--- src/rtl/s5851a_i2c_slv.sv ---
// s5851a_i2c_slv: I2C target model of the S5851A temperature sensor.
// Address / pointer / data protocol over open-drain SCL/SDA, CONFIG/TLOW/THIGH
// registers, snapshotted temperature reads and a hysteretic ALERT flag.
// Optional build macro S5851A_I2C_SLV_GLITCH_FILT_EN inserts a C_FILT_LEN-cycle
// stability filter on both synchronised bus lines.
module s5851a_i2c_slv #(
    parameter logic [6:0]  C_SLV_ADR   = 7'h48,
    parameter logic [15:0] C_TLOW_INI  = 16'h4B00,
    parameter logic [15:0] C_THIGH_INI = 16'h5000,
    parameter int          C_FILT_LEN  = 3
) (
    input  logic        CK_i,
    input  logic        SRST_i,
    input  logic        SCLI_i,
    input  logic        SDAI_i,
    output logic        SDAO_o,
    input  logic [11:0] TEMPs_i,
    output logic [7:0]  CONFIGs_o,
    output logic [15:0] TLOWs_o,
    output logic [15:0] THIGHs_o,
    output logic        ALERT_o,
    output logic        BUSY_o
);

    typedef enum logic [2:0] {
        S_IDLE, S_ADR, S_ADR_ACK, S_WT_DAT, S_WT_ACK, S_RD_DAT, S_RD_ACK, S_IGNORE
    } state_t;

    // bit 0 = SCL, bit 1 = SDA throughout the line path
    logic [1:0] meta_q, sync_q, line_s, line_d_q;

    // Two-flop synchroniser plus one delay stage for edge detection
    always_ff @(posedge CK_i) begin
        if (SRST_i) begin
            meta_q   <= 2'b11;
            sync_q   <= 2'b11;
            line_d_q <= 2'b11;
        end else begin
            meta_q   <= {SDAI_i, SCLI_i};
            sync_q   <= meta_q;
            line_d_q <= line_s;
        end
    end

`ifdef S5851A_I2C_SLV_GLITCH_FILT_EN
    localparam int CW = $clog2(C_FILT_LEN + 1);
    logic [1:0]         filt_q, filt_d;
    logic [1:0][CW-1:0] fcnt_q, fcnt_d;

    // Output follows a line only after C_FILT_LEN consecutive differing samples
    always_comb begin
        filt_d = filt_q;
        fcnt_d = fcnt_q;
        for (int i = 0; i < 2; i++) begin
            if (sync_q[i] == filt_q[i]) begin
                fcnt_d[i] = '0;
            end else if (fcnt_q[i] == CW'(C_FILT_LEN - 1)) begin
                filt_d[i] = sync_q[i];
                fcnt_d[i] = '0;
            end else begin
                fcnt_d[i] = fcnt_q[i] + CW'(1);
            end
        end
    end

    // Filter state register
    always_ff @(posedge CK_i) begin
        if (SRST_i) begin
            filt_q <= 2'b11;
            fcnt_q <= '0;
        end else begin
            filt_q <= filt_d;
            fcnt_q <= fcnt_d;
        end
    end

    assign line_s = filt_q;
`else
    assign line_s = sync_q;
`endif

    logic scl_rise, scl_fall, start_det, stop_det, sda;

    assign sda       = line_s[1];
    assign scl_rise  =  line_s[0] & ~line_d_q[0];
    assign scl_fall  = ~line_s[0] &  line_d_q[0];
    assign start_det =  line_s[0] &  line_d_q[0] & ~line_s[1] &  line_d_q[1];
    assign stop_det  =  line_s[0] &  line_d_q[0] &  line_s[1] & ~line_d_q[1];

    state_t      state_q, state_d;
    logic [2:0]  bit_cnt_q, bit_cnt_d;
    logic [1:0]  idx_q, idx_d;
    logic [1:0]  ptr_q, ptr_d;
    logic [7:0]  sh_q, sh_d;
    logic        rw_q, rw_d;
    logic [7:0]  msb_q, msb_d;
    logic [7:0]  cfg_q, cfg_d;
    logic [15:0] tlow_q, tlow_d;
    logic [15:0] thigh_q, thigh_d;
    logic [11:0] snap_q, snap_d;
    logic        sdao_q, sdao_d;
    logic        alert_q, alert_d;

    logic [7:0]  rx_byte;
    logic [15:0] rd_word;
    logic [7:0]  rd_byte;

    assign rx_byte = {sh_q[6:0], sda};

    // Read mux: P1 repeats CONFIG for every byte, others give MSB, LSB, then FF
    always_comb begin
        rd_word = {cfg_q, cfg_q};
        case (ptr_q)
            2'd0:    rd_word = {snap_q, 4'h0};
            2'd1:    rd_word = {cfg_q, cfg_q};
            2'd2:    rd_word = tlow_q;
            default: rd_word = thigh_q;
        endcase
        case (idx_q)
            2'd0:    rd_byte = rd_word[15:8];
            2'd1:    rd_byte = rd_word[7:0];
            default: rd_byte = (ptr_q == 2'd1) ? cfg_q : 8'hFF;
        endcase
    end

    // Protocol FSM: bits sampled on SCL rise, SDA drive changed on SCL fall
    always_comb begin
        state_d   = state_q;
        bit_cnt_d = bit_cnt_q;
        idx_d     = idx_q;
        ptr_d     = ptr_q;
        sh_d      = sh_q;
        rw_d      = rw_q;
        msb_d     = msb_q;
        cfg_d     = cfg_q;
        tlow_d    = tlow_q;
        thigh_d   = thigh_q;
        snap_d    = snap_q;
        sdao_d    = sdao_q;

        if (start_det) begin
            state_d   = S_ADR;
            bit_cnt_d = '0;
            idx_d     = '0;
            sdao_d    = 1'b1;
        end else if (stop_det) begin
            state_d = S_IDLE;
            sdao_d  = 1'b1;
        end else begin
            case (state_q)
                S_ADR: begin
                    if (scl_rise) begin
                        sh_d      = rx_byte;
                        bit_cnt_d = bit_cnt_q + 3'd1;
                        if (bit_cnt_q == 3'd7) begin
                            if (rx_byte[7:1] == C_SLV_ADR) begin
                                state_d = S_ADR_ACK;
                                rw_d    = rx_byte[0];
                                // coherent MSB/LSB: freeze temperature for this read
                                if (rx_byte[0]) snap_d = TEMPs_i;
                            end else begin
                                state_d = S_IGNORE;
                            end
                        end
                    end
                end
                S_ADR_ACK: begin
                    if (scl_fall) sdao_d = 1'b0;
                    if (scl_rise) begin
                        state_d   = rw_q ? S_RD_DAT : S_WT_DAT;
                        bit_cnt_d = '0;
                    end
                end
                S_WT_DAT: begin
                    if (scl_fall) sdao_d = 1'b1;
                    if (scl_rise) begin
                        sh_d      = rx_byte;
                        bit_cnt_d = bit_cnt_q + 3'd1;
                        if (bit_cnt_q == 3'd7) begin
                            state_d = S_WT_ACK;
                            idx_d   = (idx_q == 2'd3) ? 2'd3 : idx_q + 2'd1;
                            if (idx_q == 2'd0) begin
                                ptr_d = rx_byte[1:0];
                            end else begin
                                case (ptr_q)
                                    2'd1: cfg_d = rx_byte;
                                    2'd2: begin
                                        if (idx_q == 2'd1) msb_d  = rx_byte;
                                        if (idx_q == 2'd2) tlow_d = {msb_q, rx_byte};
                                    end
                                    2'd3: begin
                                        if (idx_q == 2'd1) msb_d   = rx_byte;
                                        if (idx_q == 2'd2) thigh_d = {msb_q, rx_byte};
                                    end
                                    default: ;
                                endcase
                            end
                        end
                    end
                end
                S_WT_ACK: begin
                    if (scl_fall) sdao_d = 1'b0;
                    if (scl_rise) begin
                        state_d   = S_WT_DAT;
                        bit_cnt_d = '0;
                    end
                end
                S_RD_DAT: begin
                    if (scl_fall) sdao_d = rd_byte[3'd7 - bit_cnt_q];
                    if (scl_rise) begin
                        bit_cnt_d = bit_cnt_q + 3'd1;
                        if (bit_cnt_q == 3'd7) state_d = S_RD_ACK;
                    end
                end
                S_RD_ACK: begin
                    if (scl_fall) sdao_d = 1'b1;
                    if (scl_rise) begin
                        bit_cnt_d = '0;
                        if (!sda) begin
                            state_d = S_RD_DAT;
                            idx_d   = (idx_q == 2'd3) ? 2'd3 : idx_q + 2'd1;
                        end else begin
                            state_d = S_IGNORE;
                        end
                    end
                end
                S_IGNORE: sdao_d = 1'b1;
                default:  sdao_d = 1'b1;
            endcase
        end
    end

    // Hysteretic over-temperature flag on signed 12-bit values
    always_comb begin
        alert_d = alert_q;
        if ($signed(TEMPs_i) > $signed(thigh_q[15:4]))
            alert_d = 1'b1;
        else if ($signed(TEMPs_i) < $signed(tlow_q[15:4]))
            alert_d = 1'b0;
    end

    // State and register file
    always_ff @(posedge CK_i) begin
        if (SRST_i) begin
            state_q   <= S_IDLE;
            bit_cnt_q <= '0;
            idx_q     <= '0;
            ptr_q     <= '0;
            sh_q      <= '0;
            rw_q      <= 1'b0;
            msb_q     <= '0;
            cfg_q     <= '0;
            tlow_q    <= C_TLOW_INI;
            thigh_q   <= C_THIGH_INI;
            snap_q    <= '0;
            sdao_q    <= 1'b1;
            alert_q   <= 1'b0;
        end else begin
            state_q   <= state_d;
            bit_cnt_q <= bit_cnt_d;
            idx_q     <= idx_d;
            ptr_q     <= ptr_d;
            sh_q      <= sh_d;
            rw_q      <= rw_d;
            msb_q     <= msb_d;
            cfg_q     <= cfg_d;
            tlow_q    <= tlow_d;
            thigh_q   <= thigh_d;
            snap_q    <= snap_d;
            sdao_q    <= sdao_d;
            alert_q   <= alert_d;
        end
    end

    assign SDAO_o    = sdao_q;
    assign CONFIGs_o = cfg_q;
    assign TLOWs_o   = tlow_q;
    assign THIGHs_o  = thigh_q;
    assign ALERT_o   = alert_q;
    assign BUSY_o    = (state_q == S_ADR_ACK) || (state_q == S_WT_DAT) || (state_q == S_WT_ACK) ||
                       (state_q == S_RD_DAT)  || (state_q == S_RD_ACK);

endmodule

--- config.mk ---
export PLATFORM = sky130hd
export DESIGN_NAME = s5851a_i2c_slv
export DESIGN_NICKNAME = d
export VERILOG_FILES = /design/src/rtl/s5851a_i2c_slv.sv
export SDC_FILE = /design/constraint.sdc
export NUM_CORES = 1
export LEC_CHECK = 0
export CORE_MARGIN = 2
export CORE_UTILIZATION = 60
export CTS_CLUSTER_DIAMETER = 50
export DETAILED_ROUTE_END_ITERATION = 8
export PLACE_DENSITY = 0.85
export SYNTH_ARGS = -nofsm -noshare
export SYNTH_HDL_FRONTEND = slang
export SYNTH_SLANG_ARGS = --single-unit
--- constraint.sdc ---
create_clock -name CK_i -period 4.95 [get_ports CK_i]
set_input_delay 0.99 -clock CK_i [delete_from_list [all_inputs] [get_ports CK_i]]
set_output_delay 0.99 -clock CK_i [all_outputs]
set_load 0.05 [all_outputs]
==> results.yml, run 1 <==
clock_tree:
  cts_inserted_buffers: 9
  cts_root_buffer: "clkbuf_8"
  cts_setup_buffers: 0
  cts_tree: "yes"
  cts_resized: 0
  clkTransAtPathRegs_ns: 0.09
  cts_max_path_buffers: 2
  clk_latency_ns: 0.37
  clock_sinks: 86
  hold_buffers: 0
  htree_levels: 3
timing:
  tightest_slew_ns: 1.13
  skew_ns: 0.00941
  slew_headroom_pct: 24.2
  slew_violations: 0
  max_freq_mhz: 293
  worst_slack_ns: 1.54
  finalCriticalPeriod_ns: 3.41
  rsz0062_at_grt: "no"
  setup_violations: 0
  setup_tns_ns: 0
  hold_viol_final: 0
  finalCritPeriodShare_pct: 69.0
finish:
  final_cell_area_mm2: 0.00542
  fillers: 627
  drive_gt1_share_pct: 7.30
  syn2layout_area_growth_pct: 16.1
  multi_input_area_mm2: 0.00266
  ff_latch_area_mm2: 0.00172
  n_antenna_cell: 0
  fin_nets: 640
  post-route-util_pct: 70.8
floorplanning:
  dieArea_mm2: 0.00850
  fp.dieW_um: 92.2
  rows: 32
  pin_count: 59
  core-area_mm2: 0.00765
  fp.dieH_um: 92.2
  initial_core_util_pct: 61.0
setup_path:
  end_kind: "primary output"
  critPathSlowestCell: "clkdlybuf4s50_1"
  path_class: "register to primary output"
  critPathArrivalTime_ns: 2.42
  crit_path_max_incr_delay_ns: 0.82
  cpLargestDelayFamily: "buffers and inverters"
  cp_cell_sequence: "inv_1, ha_1, o21ai_0, clkdlybuf4s50_1"
  crit_path_max_fanout: 13
  required_ns: 3.96
  critPathLaunchType: "register"
  crit_buf_inv: 2
outcome:
  status: "completed"
power_and_ir_drop:
  power_leakage_nw: 1.91
  ir_drop_mv: 0.174
  power.density_mw_per_mm2: 237
global_routing:
  grt_util_all_layers_pct: 31.4
  overflow: 0
  grt_pass1_wl_mm: 20.8
  grt_max_degree: 69
  grt_pass1_vias: 3972
  antenna_found_initial: 0
place:
  pre_cts_slack_ns: 1.91
  placed_cell_area_mm2: 0.00521
  dp_hpwl_mm: 9.29
  gp_congestion: 0.967
  portBuffers: 58
drt:
  vias: 4309
  drc_errors: 0
  vias_per_cell: 6.11
  wl_per_cell_um: 18.1
  ant_nets: 0
  firstDrtPassIters: 5
  wl_mm: 12.8
  drt_first_iter_violations: 581
logic_synthesis:
  synthFlopType: "dfxtp_1"
  ys_types: 57
  synthCells: 563
  synth_edf_count: 0
  ys_seq_area_share_pct: 36.9
  synth_area_per_cell_um2: 8.29
  async_reset_ff_share_pct: 0
  syn-cell-area_mm2: 0.00467
  ys_ff_latch: 86
  syn-num-nets: 605
  ys_warn_count: 0
hold_path:
  hp-class: "register to register"
run:
  maxCapViolCount: 0
logic make-up (layout without fill, tap and decap cells):
group | Yosys count | count (layout) | share of synthesized area (%)
and+or+nand+nor | 216 | 216 | 21.2
AOI/OAI and AO/OA | 127 | 127 | 17.4
DFF | 86 | 86 | 36.9
buffers and inverters | 67 | 107 | 6.30
muxes | 40 | 40 | 11.0
adders and majority gates | 26 | 26 | 6.97
xor gates and xnor gates | 1 | 1 | 0.188
cell usage after synthesis, types with 3 or more instances:
cell type / instances / share of area, %
ha_1: 26 / 7.0
o21bai_1: 3 / 0.48
o22ai_1: 3 / 0.40
nor2_1: 63 / 5.1
o21ai_0: 17 / 1.8
clkbuf_1: 21 / 1.7
mux4_2: 9 / 4.3
inv_1: 31 / 2.5
nand4_1: 8 / 1.1
a21o_1: 5 / 0.80
buf_4: 7 / 1.1
a31oi_1: 4 / 0.54
or2_2: 7 / 0.94
o21a_1: 5 / 0.80
nand3_1: 8 / 0.86
dfxtp_1: 86 / 37
buf_2: 7 / 0.75
a22oi_1: 3 / 0.48
a211oi_1: 5 / 0.80
mux2i_1: 29 / 6.2
a21oi_1: 54 / 5.8
nand2_1: 99 / 8.0
nor3_1: 4 / 0.43
o211ai_1: 3 / 0.48
nor2b_1: 6 / 0.80
nand2b_1: 4 / 0.54
a211o_1: 7 / 1.3
area by class of cell:
cell class,instances,share of cell area (%)
Timing Repair Buffer,60,10.9
Sequential cell,86,31.8
Clock buffer,10,2.36
Multi-Input combinational cell,410,49.1
Inverter,31,2.15
Clock inverter,6,1.41
Tap cell,102,2.36
per-layer routing:
metal	GRT usage (%)	up-vias	wire [um]
met5	0	-	0
met4	8.96	0	285
met3	4.68	30	931
met2	49.3	203	5960
met1	45.1	2048	5610
li1	-	2028	-
per-stage QoR:
step	power, mW	instances	hold WS [ns]
floorplan	0.753	563	0.389
global placement	0.776	689	0.391
detailed placement	0.779	689	0.398
CTS	1.28	705	0.421
global route	1.33	705	0.457
finish	1.28	705	0.422
worst register-to-register path, delay by kind of cell, from the launching register on:
kind             cells  cell delay (ns)
and+or+nand+nor      4             1.89
DFF                  1             0.81
muxes                1             0.29
final timing paths:
check / depth (start not counted) / slack, ns / to / from
worst max-delay path: 4 / 1.54 / BUSY_o / state_q[2]$_SDFFE_PP0P_
worst min-delay path: 1 / 0.42 / line_s[0]$_SDFF_PP1_ / meta_q[0]$_SDFF_PP1_
worst max register to register: 5 / 1.84 / CONFIGs_o[0]$_SDFFE_PP0P_ / state_q[0]$_SDFFE_PP0P_
worst min register to register: 1 / 0.42 / line_s[0]$_SDFF_PP1_ / meta_q[0]$_SDFF_PP1_
flip-flops by register name (all words and copies together), names as in the netlist, 3 cells and up:
| register | flops |
|---|---|
| state_q | 3 |
| bit_cnt_q | 3 |
| THIGHs_o | 16 |
| sh_q | 7 |
| msb_q | 8 |
| CONFIGs_o | 8 |
| TLOWs_o | 16 |
| snap_q | 12 |
report_power, final:
part | switching, mW | internal [mW] | leakage, nW
Clock | 0.278 | 0.244 | 0.104
Combinational | 0.0345 | 0.0282 | 1.11
Sequential | 0.00675 | 0.694 | 0.694
cells in the final DEF, fill, tap and decap left out, drive strengths merged, types with 9 or more instances in the layout:
| cell | instances |
|---|---|
| a21oi | 54 |
| clkbuf | 10 |
| clkdlybuf4s50 | 57 |
| dfxtp | 86 |
| ha | 26 |
| inv | 35 |
| mux2i | 29 |
| mux4 | 9 |
| nand2 | 99 |
| nand4 | 9 |
| nor2 | 65 |
| o21ai | 17 |
Power figures use the tool's default switching activity.
==> run 2, diff against run 1 <==
--- a/config.mk
+++ b/config.mk
@@ -6,10 +6,10 @@
 export NUM_CORES = 1
 export LEC_CHECK = 0
 export CORE_MARGIN = 2
-export CORE_UTILIZATION = 60
+export CORE_UTILIZATION = 50
 export CTS_CLUSTER_DIAMETER = 50
 export DETAILED_ROUTE_END_ITERATION = 8
-export PLACE_DENSITY = 0.85
+export PLACE_DENSITY = 0.76
 export SYNTH_ARGS = -nofsm -noshare
 export SYNTH_HDL_FRONTEND = slang
 export SYNTH_SLANG_ARGS = --single-unit
==> constraint.sdc (replaced) <==
create_clock -name CK_i -period 2.9 [get_ports CK_i]
set_input_delay 0.58 -clock CK_i [delete_from_list [all_inputs] [get_ports CK_i]]
set_output_delay 0.58 -clock CK_i [all_outputs]
set_load 0.05 [all_outputs]
==> results.yml, run 2 (synthesis results as in run 1) <==
setup_path:
  required_ns: 2.32
  worstReg2RegEnd: "state_q[2]$_SDFFE_PP0P_"
  crit_start: "state_q[1]$_SDFFE_PP0P_"
  reg2reg_depth: 6
  cp-endpoint: "BUSY_o"
  end_kind: "primary output"
  r2r_slack_ns: 0.67
  regToRegStartpoint: "state_q[1]$_SDFFE_PP0P_"
  critPathArrivalTime_ns: 1.79
  crit_path_max_fanout: 16
  path_class: "register to primary output"
  critPathLaunchType: "register"
timing:
  slew_headroom_pct: 57.4
  holdWs_ns: 0.416
  setup_tns_ns: 0
  skew_ns: 0.00705
  finalCriticalPeriod_ns: 2.37
  tightest_slew_ns: 0.638
  max_freq_mhz: 422
  slew_violations: 0
  finalCritPeriodShare_pct: 81.8
  hold_viol_final: 0
  rsz0062_at_grt: "no"
  setup_violations: 0
outcome:
  status: "completed"
drt:
  drt_first_iter_violations: 426
  vias_per_cell: 5.99
  wl_per_cell_um: 18.0
  met3_length_mm: 1.04
  top_layer: "met4"
  firstDrtPassIters: 5
  dr_wl_met2_mm: 5.93
  ant_nets: 0
  met1_length_mm: 5.82
  drc_errors: 0
  wl_mm: 13.1
  vias: 4335
clock_tree:
  cts_tree: "yes"
  clkTransAtPathRegs_ns: 0.09
  cts_resized: 0
  hold_buffers: 0
  htree_levels: 3
  cts_max_path_buffers: 2
  cts_root_buffer: "clkbuf_8"
  clk_latency_ns: 0.36
  cts_setup_buffers: 0
  clock_sinks: 86
  cts_inserted_buffers: 9
power_and_ir_drop:
  ir_drop_mv: 0.316
  combPwrFrac_pct: 5.3
  fin_total_pwr_mw: 2.14
  p_int_mw: 1.60
  swShare_pct: 25.2
  p_clk_share_pct: 39.0
  power_switching_mw: 0.539
  p_seq_share_pct: 55.7
  power_leakage_nw: 1.95
  power.density_mw_per_mm2: 390
global_routing:
  grt_util_all_layers_pct: 26.3
  grt_max_degree: 45
  overflow: 0
  antenna_found_initial: 0
  grt_pass1_vias: 4133
  grt_pass1_wl_mm: 21.0
finish:
  n_antenna_cell: 0
  layout_commonest_cell: "nand2_1"
  mostFrequentLayoutCells: "nand2_1, dfxtp_1, nor2_1, clkdlybuf4s50_1, a21oi_1"
  drive_gt1_share_pct: 9.14
  post-route-util_pct: 60.0
  syn2layout_area_growth_pct: 17.6
  fin_nets: 650
  final_cell_area_mm2: 0.00549
floorplanning:
  fp.dieH_um: 101
  dieArea_mm2: 0.0101
  fp.dieW_um: 101
  core-area_mm2: 0.00915
  initial_core_util_pct: 51.0
  pin_count: 59
  rows: 35
place:
  portBuffers: 58
  dp_hpwl_mm: 9.48
  placed_cell_area_mm2: 0.00530
  gp_congestion: 0.916
run:
  maxCapViolCount: 0
hold_path:
  hp-class: "register to register"
  holdCritStartpoint: "meta_q[0]$_SDFF_PP1_"
[run 2: worst min path at each step]
stage,cells after the start,to,slack [ns]
global route,1,line_s[0]$_SDFF_PP1_,0.43
global placement,1,line_s[0]$_SDFF_PP1_,0.39
finish,1,line_s[0]$_SDFF_PP1_,0.42
CTS,1,line_s[0]$_SDFF_PP1_,0.42
detailed placement,1,line_s[0]$_SDFF_PP1_,0.40
floorplan,1,line_s[0]$_SDFF_PP1_,0.39
[run 2: per-stage QoR]
step / instances / setup slack (ns)
3_5_place_dp: 708 / 0.430
2_1_floorplan: 563 / 0.505
4_1_cts: 724 / 0.550
5_1_grt: 724 / 0.418
6_report: 724 / 0.528
3_3_place_gp: 708 / 0.435
[run 2: layer usage]
metal | GRT usage [%] | vias to the layer above
met5 | 0 | -
met4 | 9.06 | 0
met3 | 4.44 | 31
met2 | 40.7 | 204
met1 | 37.2 | 2049
li1 | - | 2051
[run 2: worst max-delay path, stage by stage, from the launching register on]
cell and delay [ns]:
dfxtp_1 0.74, ha_1 0.38, o21ai_0 0.09, buf_4 0.22
[run 2: final cells by class]
class	instances	area (um^2)
Fill cell	806	3660
Multi-Input combinational cell	410	2660
Sequential cell	86	1720
Timing Repair Buffer	70	663
Clock buffer	11	151
Tap cell	111	139
Inverter	31	116
Clock inverter	5	41.3
[run 2: power by group through the flow]
stage / Sequential, mW / Clock (mW) / Combinational (mW)
after floorplan: 1.22 / 0 / 0.0650
after global placement: 1.22 / 0 / 0.108
after detailed placement: 1.22 / 0 / 0.112
after CTS: 1.19 / 0.835 / 0.113
after global routing: 1.19 / 0.879 / 0.124
final: 1.19 / 0.836 / 0.113
==> run 3, diff against run 2 <==
==> constraint.sdc (replaced) <==
create_clock -name CK_i -period 2 [get_ports CK_i]
set_input_delay 0.4 -clock CK_i [delete_from_list [all_inputs] [get_ports CK_i]]
set_output_delay 0.4 -clock CK_i [all_outputs]
set_load 0.05 [all_outputs]
==> results.yml, run 3 (synthesis results as in run 1) <==
outcome:
  status: "completed"
setup_path:
  required_ns: 1.60
  path_class: "register to primary output"
  cpLargestDelayFamily: "buffers and inverters"
  cp_cell_sequence: "clkdlybuf4s50_1"
  critPathArrivalTime_ns: 1.58
  crit_path_max_incr_delay_ns: 0.83
  end_kind: "primary output"
  critPathLaunchType: "register"
  crit_buf_inv: 1
  critPathSlowestCell: "clkdlybuf4s50_1"
  crit_path_max_fanout: 3
finish:
  final_cell_area_mm2: 0.00578
  post-route-util_pct: 63.1
  drive_gt1_share_pct: 18.4
  n_antenna_cell: 0
  fillers: 758
  mostFrequentLayoutCells: "nand2_1, dfxtp_1, buf_4, nor2_1, a21oi_1"
  fin_nets: 684
  layout_commonest_cell: "nand2_1"
  instances_no_fill: 757
  syn2layout_area_growth_pct: 23.8
global_routing:
  antenna_found_initial: 0
  overflow: 0
  grt_max_degree: 77
  grt_pass1_vias: 4076
  grt_pass1_wl_mm: 21.2
  grt_util_all_layers_pct: 27.0
power_and_ir_drop:
  power_leakage_nw: 2.23
  p_clk_share_pct: 41.7
  combPwrFrac_pct: 5.6
  ir_drop_mv: 0.468
  power_switching_mw: 0.760
  power.density_mw_per_mm2: 566
  p_int_mw: 2.51
  swShare_pct: 23.2
  p_seq_share_pct: 52.7
place:
  gp_congestion: 0.937
  dp_hpwl_mm: 10.0
  portBuffers: 58
  placed_cell_area_mm2: 0.00553
  pre_cts_slack_ns: -0.300
  placedCellCount: 740
drt:
  vias: 4498
  ant_nets: 0
  wl_mm: 13.4
  firstDrtPassIters: 5
  vias_per_cell: 5.94
  drc_errors: 0
  wl_per_cell_um: 17.7
  drt_first_iter_violations: 366
floorplanning:
  fp.dieW_um: 101
  rows: 35
  fp.dieH_um: 101
  pin_count: 59
  dieArea_mm2: 0.0101
  initial_core_util_pct: 51.0
  core-area_mm2: 0.00915
clock_tree:
  clock_sinks: 86
  clk_latency_ns: 0.36
  cts_max_path_buffers: 2
  clkTransAtPathRegs_ns: 0.09
  cts_inserted_buffers: 9
  htree_levels: 3
  cts_root_buffer: "clkbuf_8"
  cts_tree: "yes"
timing:
  slew_violations: 0
  worst_slack_ns: 0.0240
  setup_violations: 0
  finalCriticalPeriod_ns: 1.98
  slew_headroom_pct: 65.8
  hold_viol_final: 0
  tightest_slew_ns: 0.512
  rsz0062_at_grt: "no"
  skew_ns: 0.00875
  max_freq_mhz: 506
  finalCritPeriodShare_pct: 98.8
run:
  maxCapViolCount: 0
hold_path:
  hp-class: "primary input to register"
-- run 3: cell type report --
| class | instances | area, um^2 | share of cell area [%] |
|---|---|---|---|
| sequential | 86 | 1730 | 29.9 |
| tap | 111 | 139 | 2.40 |
| multi-input combinational | 410 | 2670 | 46.2 |
| clock buffer | 9 | 124 | 2.14 |
| inverter | 31 | 116 | 2.01 |
| timing repair buffer | 104 | 907 | 15.7 |
| clock inverter | 6 | 92.6 | 1.60 |
-- run 3: power groups by stage --
stage                     registers (mW)  logic (mW)  clock network [mW]
after floorplan                     1.77      0.0943                   0
after global placement              1.76       0.176                   0
after detailed placement            1.76       0.180                   0
after CTS                           1.72       0.182                1.37
after global routing                1.72       0.203                1.43
final                               1.72       0.183                1.36
-- run 3: final timing paths --
check	from	depth (start not counted)	to	slack (ns)
max	THIGHs_o[15]$_SDFFE_PP0P_	1	THIGHs_o[15]	0.02
min	SRST_i	2	rw_q$_SDFFE_PP0P_	0.29
max reg2reg	state_q[2]$_SDFFE_PP0P_	7	TLOWs_o[14]$_SDFFE_PP1P_	0.11
min reg2reg	meta_q[0]$_SDFF_PP1_	1	line_s[0]$_SDFF_PP1_	0.42
-- run 3: metal layers --
metal  wire length, um  vias to the layer above  global-route usage, %
li1                  -                     2122                      -
met1              5550                     2091                   38.1
met2              6030                      245                   40.2
met3              1290                       40                   3.95
met4               556                        0                   13.4
met5                 0                        -                      0
-- run 3: through the flow --
step / setup TNS [ns] / hold WS, ns / power [mW]
finish: 0 / 0.294 / 3.27
global route: 0 / 0.301 / 3.36
CTS: 0 / 0.287 / 3.27
detailed placement: -0.300 / 0.401 / 1.94
global placement: -0.261 / 0.391 / 1.94
floorplan: 0 / 0.389 / 1.86
-- run 3: repair_timing --
item	4_1_cts	5_1_grt
setup buffers	0	2
hold buffers	0	0
endpoints found under the hold margin	0	0
endpoints found under the setup margin	4	46
pin swaps	0	2
resized for setup	4	13
